[src/rtl/mul_share_arb.sv]
// Two-requester round-robin front end for one shared 4x4 combinational multiplier.
// Operands are registered onto the multiplier, allowed LAT cycles to settle, then returned as a 1-cycle pulse.
module mul_share_arb #(
  parameter int LAT = 1
) (
  input  logic       clk,
  input  logic       rst_n,
  input  logic       req0_valid,
  input  logic [3:0] req0_a,
  input  logic [3:0] req0_b,
  output logic       req0_ready,
  output logic       rsp0_valid,
  output logic [7:0] rsp0_p,
  input  logic       req1_valid,
  input  logic [3:0] req1_a,
  input  logic [3:0] req1_b,
  output logic       req1_ready,
  output logic       rsp1_valid,
  output logic [7:0] rsp1_p,
  output logic [3:0] mul_a,
  output logic [3:0] mul_b,
  input  logic [7:0] mul_p,
  output logic       busy
);
  localparam logic [1:0] IDLE = 2'd0;
  localparam logic [1:0] CALC = 2'd1;
  localparam logic [1:0] RESP = 2'd2;

  logic [1:0]      state;
  logic [2:0]      cnt;
  logic            last_grant, owner, win, capture;
  logic [1:0]      vld, rdy;
  logic [1:0][3:0] a_in, b_in;
  logic            rsp_v [2];
  logic [7:0]      rsp_p [2];

  assign vld  = {req1_valid, req0_valid};
  assign a_in = {req1_a, req0_a};
  assign b_in = {req1_b, req0_b};

  // On a tie the requester that did not win last time goes first.
  assign win     = (vld == 2'b11) ? ~last_grant : vld[1];
  assign capture = (state == CALC) && (cnt == 3'd1);
  assign busy    = (state == CALC) || (state == RESP);

  for (genvar i = 0; i < 2; i++) begin : g_req
    assign rdy[i] = rst_n && (state == IDLE) && vld[i] && (win == 1'(i));

    // Only the owner's response slot is touched; the other keeps its last product.
    always_ff @(posedge clk) begin
      if (!rst_n) begin
        rsp_v[i] <= 1'b0;
        rsp_p[i] <= 8'd0;
      end else begin
        rsp_v[i] <= capture && (owner == 1'(i));
        if (capture && (owner == 1'(i))) rsp_p[i] <= mul_p;
      end
    end
  end

  assign req0_ready = rdy[0];
  assign req1_ready = rdy[1];
  assign rsp0_valid = rsp_v[0];
  assign rsp1_valid = rsp_v[1];
  assign rsp0_p     = rsp_p[0];
  assign rsp1_p     = rsp_p[1];

  always_ff @(posedge clk) begin
    if (!rst_n) begin
      state      <= IDLE;
      last_grant <= 1'b1;
      owner      <= 1'b0;
      cnt        <= 3'd0;
      mul_a      <= 4'd0;
      mul_b      <= 4'd0;
    end else begin
      case (state)
        IDLE: if (|rdy) begin
          mul_a      <= a_in[win];
          mul_b      <= b_in[win];
          owner      <= win;
          last_grant <= win;
          cnt        <= 3'(LAT);
          state      <= CALC;
        end
        CALC: begin
          cnt <= cnt - 3'd1;
          if (cnt == 3'd1) state <= RESP;
        end
        RESP:    state <= IDLE;
        default: state <= IDLE;
      endcase
    end
  end
endmodule
[config.mk]
export PLATFORM = sky130hd
export DESIGN_NAME = mul_share_arb
export DESIGN_NICKNAME = d
export VERILOG_FILES = /design/src/rtl/mul_share_arb.sv
export SDC_FILE = /design/constraint.sdc
export NUM_CORES = 1
export LEC_CHECK = 0
export ABC_AREA = 1
export BUFFER_PORTS_ARGS = -buffer_cell sky130_fd_sc_hd__buf_2
export CORE_UTILIZATION = 50
export CTS_BUF_LIST = sky130_fd_sc_hd__clkbuf_8
export CTS_CLUSTER_SIZE = 25
export DETAILED_ROUTE_END_ITERATION = 8
export GPL_TIMING_DRIVEN = 0
export HOLD_SLACK_MARGIN = 0.02
export PLACE_DENSITY = 0.9
export SYNTH_ARGS = -nofsm -noshare
export SYNTH_HDL_FRONTEND = slang
export SYNTH_SLANG_ARGS = --single-unit
[constraint.sdc]
create_clock -name clk -period 2.3 [get_ports clk]
set_clock_uncertainty 0.1 [all_clocks]
set_input_delay 0.69 -clock clk [delete_from_list [all_inputs] [get_ports clk]]
set_output_delay 0.69 -clock clk [all_outputs]
set_load 0.01 [all_outputs]
==> flow_summary.yaml, run 1 <==
outcome:
  status: "complete, but fails checks"
  violations: "DRC"
layout:
  fin_nets: 264
  area_growth_pct: 26.1
  drive_gt1_share_pct: 34.1
  diodes: 0
  final_area_um2: 1930
  layout_commonest_cell: "buf_2"
  fillers: 234
  layout_common_cells: "buf_2 (56), nor2_1 (34), nand2_1 (31)"
  fin_util_pct: 68.1
cts:
  cts_sinks: 33
  clockBufferDepth: 2
  root_buffer: "clkbuf_8"
  cts_resized: 0
  clk_latency_ns: 0.28
  cts_buffers: 5
  path_clk_slew_ns: 0.06
  cts_hold_buffers: 0
  cts_tree: "yes"
  htree_levels: 2
  cts_setup_buffers: 0
sta:
  post-route-period-util_pct: 95.7
  slew_viol_final: 0
  finalSetupViolations: 0
  fin_ws_ns: 0.0998
  hold_viol: 0
  min_period_ns: 2.20
  tns_ns: 0
  fmax_mhz: 455
  slew_headroom_pct: 74.5
  grt_setup_unrepaired: "false"
  worst_pin_slew_ns: 0.382
floorplanning:
  rows: 19
  core_um2: 2830
  num_io_pins: 57
  die_w_um: 57.3
  die_y_um: 57.3
  start_util_pct: 54.0
  dieArea_um2: 3280
yosys:
  synth_area_per_cell_um2: 9.03
  yosysSeqAreaShare_pct: 53.8
  syn_nets: 202
  synthesis.instances: 169
  yosys.area.top_type: "edfxtp_1"
  ys_types: 21
  ys_ff_latch: 33
  synth_area_leaders: "edfxtp_1 (31%), dfxtp_1 (22%), nor2_1 (8.4%), nand2_1 (7.6%), inv_1 (4.7%)"
  synth_top_area_share_pct: 31.5
  syn_area_um2: 1530
  synth_warnings: 0
drt:
  final_antenna_net_count: 0
  wl_mm: 2.77
  first_pass_iters: 6
  drc: 5
  drtIter0Drc: 34
  vias_per_cell: 4.84
  routedWlPerCell_um: 10.5
  vias: 1273
pwr:
  peakVddDrop_uv: 501
  p_leak_nw: 0.998
  power.density_nw_per_um2: 855
setup_path:
  r2r_start: "state[1]"
  cp-end-kind: "primary output"
  worstPathMaxFanout: 5
  reg2reg_to: "rsp_p[1][7]"
  rrSetupSlack_ns: 0.43
  startpoint: "state[0]"
  reg2reg_depth: 6
  arrival_ns: 1.41
  worst-setup-path-type: "register to primary output"
  startpoint_type: "register"
  worstPathRequired_ns: 1.51
placement:
  place_ws_ns: 0.113
  io_buffers: 55
  placed_area_um2: 1840
  hpwlAfterDp_mm: 2.12
  routabilityCongestion: 0.812
worst_hold_path:
  holdCritPathClass: "register to register"
  holdPathStages: 2
  hold_end: "state[1]"
  worstHoldStart: "state[1]"
grt:
  grt_pass1_vias: 1186
  globalRouteOverflowTotal: 0
  antenna_found_initial: 0
  grt_pass1_wl_mm: 4.69
  grt_start_max_net_pins: 11
  grtUsageTotal_pct: 18.8
run:
  max-cap-violations: 0
metrics by stage:
stage	power, mW	hold WS, ns	std cells
final	1.65	0.367	263
after global routing	1.75	0.386	263
after CTS	1.66	0.371	263
after detailed placement	1.26	0.362	255
after global placement	1.24	0.347	255
after floorplan	1.11	0.329	169
layer usage:
metal | up-vias | global-route usage (%) | wire, µm
met1 | 550 | 19.5 | 1150
met2 | 56 | 34.3 | 1360
met3 | 5 | 7.03 | 217
met5 | - | 0 | 0
li1 | 662 | - | -
met4 | 0 | 6.97 | 38
sequential cells by signal (all words and copies together) (netlist names):
name        count
state           2
owner           1
mul_b           4
mul_a           4
cnt             3
rsp_p          16
rsp_v           2
last_grant      1
where the power goes:
part / total, mW / internal, mW / switching, mW
clock network: 0.394 / 0.205 / 0.190
logic: 0.490 / 0.191 / 0.299
registers: 0.761 / 0.710 / 0.0505
total: 1.65 / 1.11 / 0.539
worst max-delay path by stage:
| stage | endpoint | slack (ns) | depth (start not counted) |
|---|---|---|---|
| after detailed placement | req0_ready | 0.11 | 5 |
| after global placement | req0_ready | 0.13 | 5 |
| after global routing | req0_ready | 0.02 | 7 |
| after CTS | req0_ready | 0.05 | 7 |
| final | req0_ready | 0.1 | 7 |
| after floorplan | req0_ready | 0.28 | 5 |
worst max-delay path, stage by stage, from the launching register on:
cell and delay (ns):
dfxtp_1 0.32, inv_1 0.09, ha_2 0.23, nand2_2 0.07
inv_4 0.07, nand2_4 0.07, a21oi_1 0.13, buf_2 0.15
layout make-up:
class | count | area (µm²) | area share, %
plain buffers | 4 | 27.5 | 1.43
clock buffers | 5 | 68.8 | 3.57
clock inverters | 3 | 13.8 | 0.715
inverters | 22 | 85.1 | 4.42
multi-input cells | 110 | 596 | 30.9
flip-flops and latches | 33 | 821 | 42.6
well taps | 31 | 38.8 | 2.01
repair buffers | 55 | 275 | 14.3
cells in the mapped netlist, drive strengths merged:
cell type  instances
clkbuf             1
nand2             35
inv               22
nor2              34
ha                 5
o21ai              9
nand3             18
nor3               1
xnor2              1
or2                1
buf                3
a21oi              6
edfxtp            16
dfxtp             17
logic make-up after synthesis:
kind of cell,count (synthesis),synth area share (%)
buffers and inverters,26,7.38
xor gates and xnor gates,1,0.574
and+or+nand+nor,89,29.3
adders and majority gates,5,4.10
DFF,33,53.8
AOI/OAI and AO/OA,15,4.92
No activity file was read; power rests on OpenSTA's default activity.
==> run 2, diff against run 1 <==
Clock period 2.3 ns to 2.06 ns, I/O delays scaled along.
==> flow_summary.yaml, run 2 (same netlist as run 1, synthesis figures left out) <==
outcome:
  status: "complete, but fails checks"
  violations: "DRC"
sta:
  min_period_ns: 2.03
  slew_viol_final: 0
  grt_setup_unrepaired: "false"
  worst_pin_slew_ns: 0.382
  post-route-period-util_pct: 98.4
  finalSetupViolations: 0
  fmax_mhz: 494
  fin_ws_ns: 0.0339
  tns_ns: 0
  hold_viol: 0
  slew_headroom_pct: 74.5
  hold_slack_ns: 0.371
drt:
  vias: 1280
  first_pass_iters: 6
  routedWlPerCell_um: 10.5
  drc: 5
  drtIter0Drc: 37
  vias_per_cell: 4.85
  final_antenna_net_count: 0
  wl_mm: 2.77
layout:
  top_regs: "rsp_p x16, mul_a x4, mul_b x4"
  final_area_um2: 1950
  regMostFlops: "rsp_p"
  diodes: 0
  layout_common_cells: "buf_2 (56), nor2_1 (34), nand2_1 (31)"
  layout_commonest_cell: "buf_2"
  largest_reg_flops: 16
  area_growth_pct: 27.6
  drive_gt1_share_pct: 36.1
  layout.cells.non_filler: 264
  fin_util_pct: 68.9
  fin_nets: 265
pwr:
  power.share.clock_pct: 23.6
  sw_frac_of_total_pct: 32.7
  p_leak_nw: 1.00
  switchingPower_mw: 0.609
  power.density_nw_per_um2: 955
  p_int_mw: 1.25
  total_power_mw: 1.86
  power.share.combinational_pct: 30.5
  peakVddDrop_uv: 559
  seqPwrFrac_pct: 45.8
cts:
  cts_tree: "yes"
  clockBufferDepth: 2
  cts_buffers: 5
  root_buffer: "clkbuf_8"
  path_clk_slew_ns: 0.06
  clk_latency_ns: 0.28
  cts_sinks: 33
  htree_levels: 2
grt:
  grtUsageTotal_pct: 18.8
  globalRouteOverflowTotal: 0
  grt_pass1_vias: 1192
  grt_pass1_wl_mm: 4.69
  antenna_found_initial: 0
  grt_start_max_net_pins: 11
floorplanning:
  start_util_pct: 54.0
  die_w_um: 57.3
  num_io_pins: 57
  dieArea_um2: 3280
  rows: 19
  die_y_um: 57.3
  core_um2: 2830
placement:
  placed_area_um2: 1840
  place_ws_ns: 0.0173
  hpwlAfterDp_mm: 2.12
  dpl.cell_count: 255
  routabilityCongestion: 0.812
  io_buffers: 55
setup_path:
  worstPathMaxFanout: 10
  arrival_ns: 1.31
  worst-setup-path-type: "input port to primary output"
  worstPathRequired_ns: 1.34
  cp-end-kind: "primary output"
  startpoint_type: "input port"
run:
  max-cap-violations: 0
worst_hold_path:
  holdCritPathClass: "register to register"
[run 2: cell types whose count changed in the layout (fill, tap and decap cells not counted), sizes merged]
| cell | before | now |
|---|---|---|
| buf | 58 | 59 |
[run 2: timing repair]
action / CTS / global route
pin swaps: 0 / 1
gates resized for setup: 4 / 2
setup endpoints to repair: 2 / 2
setup buffers: 0 / 1
cloned: 0 / 0
hold buffers: 0 / 0
[run 2: path summary, 6_finish.rpt]
path | depth (start not counted) | slack (ns) | end | from
worst min-delay path | 2 | 0.37 | cnt[1] | cnt[1]
worst max-delay path | 5 | 0.03 | req0_ready | req0_valid
worst min register to register | 2 | 0.37 | cnt[1] | cnt[1]
worst max register to register | 6 | 0.19 | rsp_p[1][7] | state[1]
[run 2: critical path: stages]
cell and delay [ns]:
buf_2 0.11, nand2_1 0.11, buf_4 0.20, a21oi_2 0.14
buf_2 0.14
[run 2: cell type report]
type                            count  area [µm²]
Fill cell                         229         881
Sequential cell                    33         822
Multi-Input combinational cell    110         609
Timing Repair Buffer               56         283
Inverter                           22        85.1
Clock buffer                        5        68.8
Tap cell                           31        38.8
Buffer                              4        27.5
Clock inverter                      3        13.8
[run 2: power groups by stage]
stage,logic [mW],registers (mW),clock network (mW)
after global placement,0.531,0.858,0
after floorplan,0.352,0.890,0
after detailed placement,0.551,0.860,0
after global routing,0.635,0.864,0.484
after CTS,0.566,0.851,0.447
final,0.568,0.853,0.440
[run 2: metal layers]
metal / global-route usage [%] / share of wire (%)
met4: 6.97 / 1.4
met2: 34.6 / 49
met1: 19.2 / 42
met3: 7.03 / 7.7
met5: 0 / 0
==> run 3, diff against run 2 <==
Settings changed: CORE_UTILIZATION 50 to 48, CTS_BUF_LIST sky130_fd_sc_hd__clkbuf_8 to unset, PLACE_DENSITY 0.9 to 0.87, REMOVE_ABC_BUFFERS set to 1.
==> flow_summary.yaml, run 3 (same netlist as run 1, synthesis figures left out) <==
setup_path:
  slowest_delay_ns: 0.33
  reg2reg_depth: 7
  critPathSlowestCell: "dfxtp_2"
  worstPathRequired_ns: 1.34
  worstPathMaxFanout: 2
  startpoint: "state[0]"
  worst-setup-path-type: "register to primary output"
  critPathTopFamily: "flip-flops"
  cp_num_buf_inv: 3
  arrival_ns: 1.29
  critical_path_cell_count: 7
  cp_cell_sequence: "inv_2 -> ha_4 -> nand2_4 -> inv_6 -> nand2_8 -> a21oi_2 -> buf_2"
  startpoint_type: "register"
  r2r_start: "state[1]"
  cp-end-kind: "primary output"
sta:
  grt_setup_unrepaired: "true"
  post-route-period-util_pct: 97.4
  slew_headroom_pct: 76.1
  fmax_mhz: 498
  tns_ns: 0
  worst_pin_slew_ns: 0.357
  slew_viol_final: 0
  finalSetupViolations: 0
  min_period_ns: 2.01
  fin_ws_ns: 0.0527
  hold_viol: 0
cts:
  cts_hold_buffers: 0
  clk_latency_ns: 0.32
  root_buffer: "clkbuf_4"
  cts_sinks: 33
  cts_tree: "yes"
  clockBufferDepth: 2
  cts_buffers: 5
  path_clk_slew_ns: 0.09
  htree_levels: 2
worst_hold_path:
  worstHoldStart: "cnt[1]"
  holdPathStages: 2
  holdCritPathClass: "register to register"
drt:
  drc: 0
  vias_per_cell: 4.61
  first_pass_iters: 4
  routedWlPerCell_um: 10.5
  drtIter0Drc: 25
  wl_mm: 2.98
  vias: 1310
  final_antenna_net_count: 0
layout:
  layout_common_cells: "buf_2 (55), nor2_1 (34), nand2_1 (28)"
  top_regs: "rsp_p x16, mul_a x4, mul_b x4"
  regMostFlops: "rsp_p"
  fin_nets: 272
  drive_gt1_share_pct: 40.0
  largest_reg_flops: 16
  diodes: 0
  area_growth_pct: 32.4
  layout_commonest_cell: "buf_2"
grt:
  grtUsageTotal_pct: 18.1
  antenna_found_initial: 0
  grt_start_max_net_pins: 18
  globalRouteOverflowTotal: 0
  grt_pass1_vias: 1095
  grt_pass1_wl_mm: 4.55
pwr:
  total_power_mw: 1.81
  power.share.clock_pct: 17.7
  power.density_nw_per_um2: 895
  peakVddDrop_uv: 487
  seqPwrFrac_pct: 47.0
  sw_frac_of_total_pct: 34.2
  p_leak_nw: 1.02
  power.share.combinational_pct: 35.3
  p_int_mw: 1.19
  switchingPower_mw: 0.619
placement:
  place_ws_ns: -0.126
  routabilityCongestion: 0.805
  hpwlAfterDp_mm: 2.14
  io_buffers: 56
outcome:
  status: "complete, no violations"
run:
  max-cap-violations: 0
floorplanning:
  rows: 20
  die_w_um: 58.4
  die_y_um: 58.4
  core_um2: 3030
  num_io_pins: 57
  start_util_pct: 50.4
  dieArea_um2: 3410
[run 3: power groups by stage]
stage                     clock (mW)  sequential, mW  combinational, mW
final                          0.320           0.850              0.639
after global routing           0.364           0.860              0.712
after CTS                      0.330           0.852              0.572
after detailed placement           0           0.862              0.541
after global placement             0           0.859              0.525
after floorplan                    0           0.890              0.339
[run 3: worst paths after layout]
path | end | slack, ns
min | cnt[1] | 0.37
min reg2reg | cnt[1] | 0.37
max | req0_ready | 0.05
max reg2reg | rsp_p[0][7] | 0.15
[run 3: layout make-up]
cell class                      count  area, µm²
Multi-Input combinational cell    110        636
Clock buffer                        5       37.5
Timing Repair Buffer               67        369
Inverter                           22       87.6
Fill cell                         271       1010
Tap cell                           44       55.1
Clock inverter                      3       12.5
Sequential cell                    33        823
[run 3: worst reg2reg max path: cells and delay by family, from the launching register on]
kind | cells | cell delay, ns
and+or+nand+nor | 3 | 0.67
adders and majority gates | 1 | 0.25
buffers and inverters | 3 | 0.26
DFF | 1 | 0.33
[run 3: repair_timing]
action	CTS	global route
resized for setup	10	7
pin swaps	1	1
setup endpoints to repair	2	18
setup buffers	2	9
[run 3: layer usage]
layer  wire length (µm)  GRT usage [%]  up-vias  part of all wire [%]
met3                199           6.59        2                   6.7
met2               1540           33.5       58                    52
met5                  0              0        -                     0
li1                   -              -      678                     -
met1               1220           18.7      572                    41
met4                 26           6.12        0                  0.87
[run 3: per-stage QoR]
step | std cells | hold slack, ns | utilization (%) | cell area (µm²)
5_1_grt | 284 | 0.400 | 66.7 | 2020
2_1_floorplan | 165 | 0.329 | - | 1500
3_5_place_dp | 265 | 0.347 | 60.6 | 1830
4_1_cts | 275 | 0.366 | 63.6 | 1930
3_3_place_gp | 265 | 0.344 | 60.6 | 1830
6_report | 284 | 0.366 | 66.7 | 2020
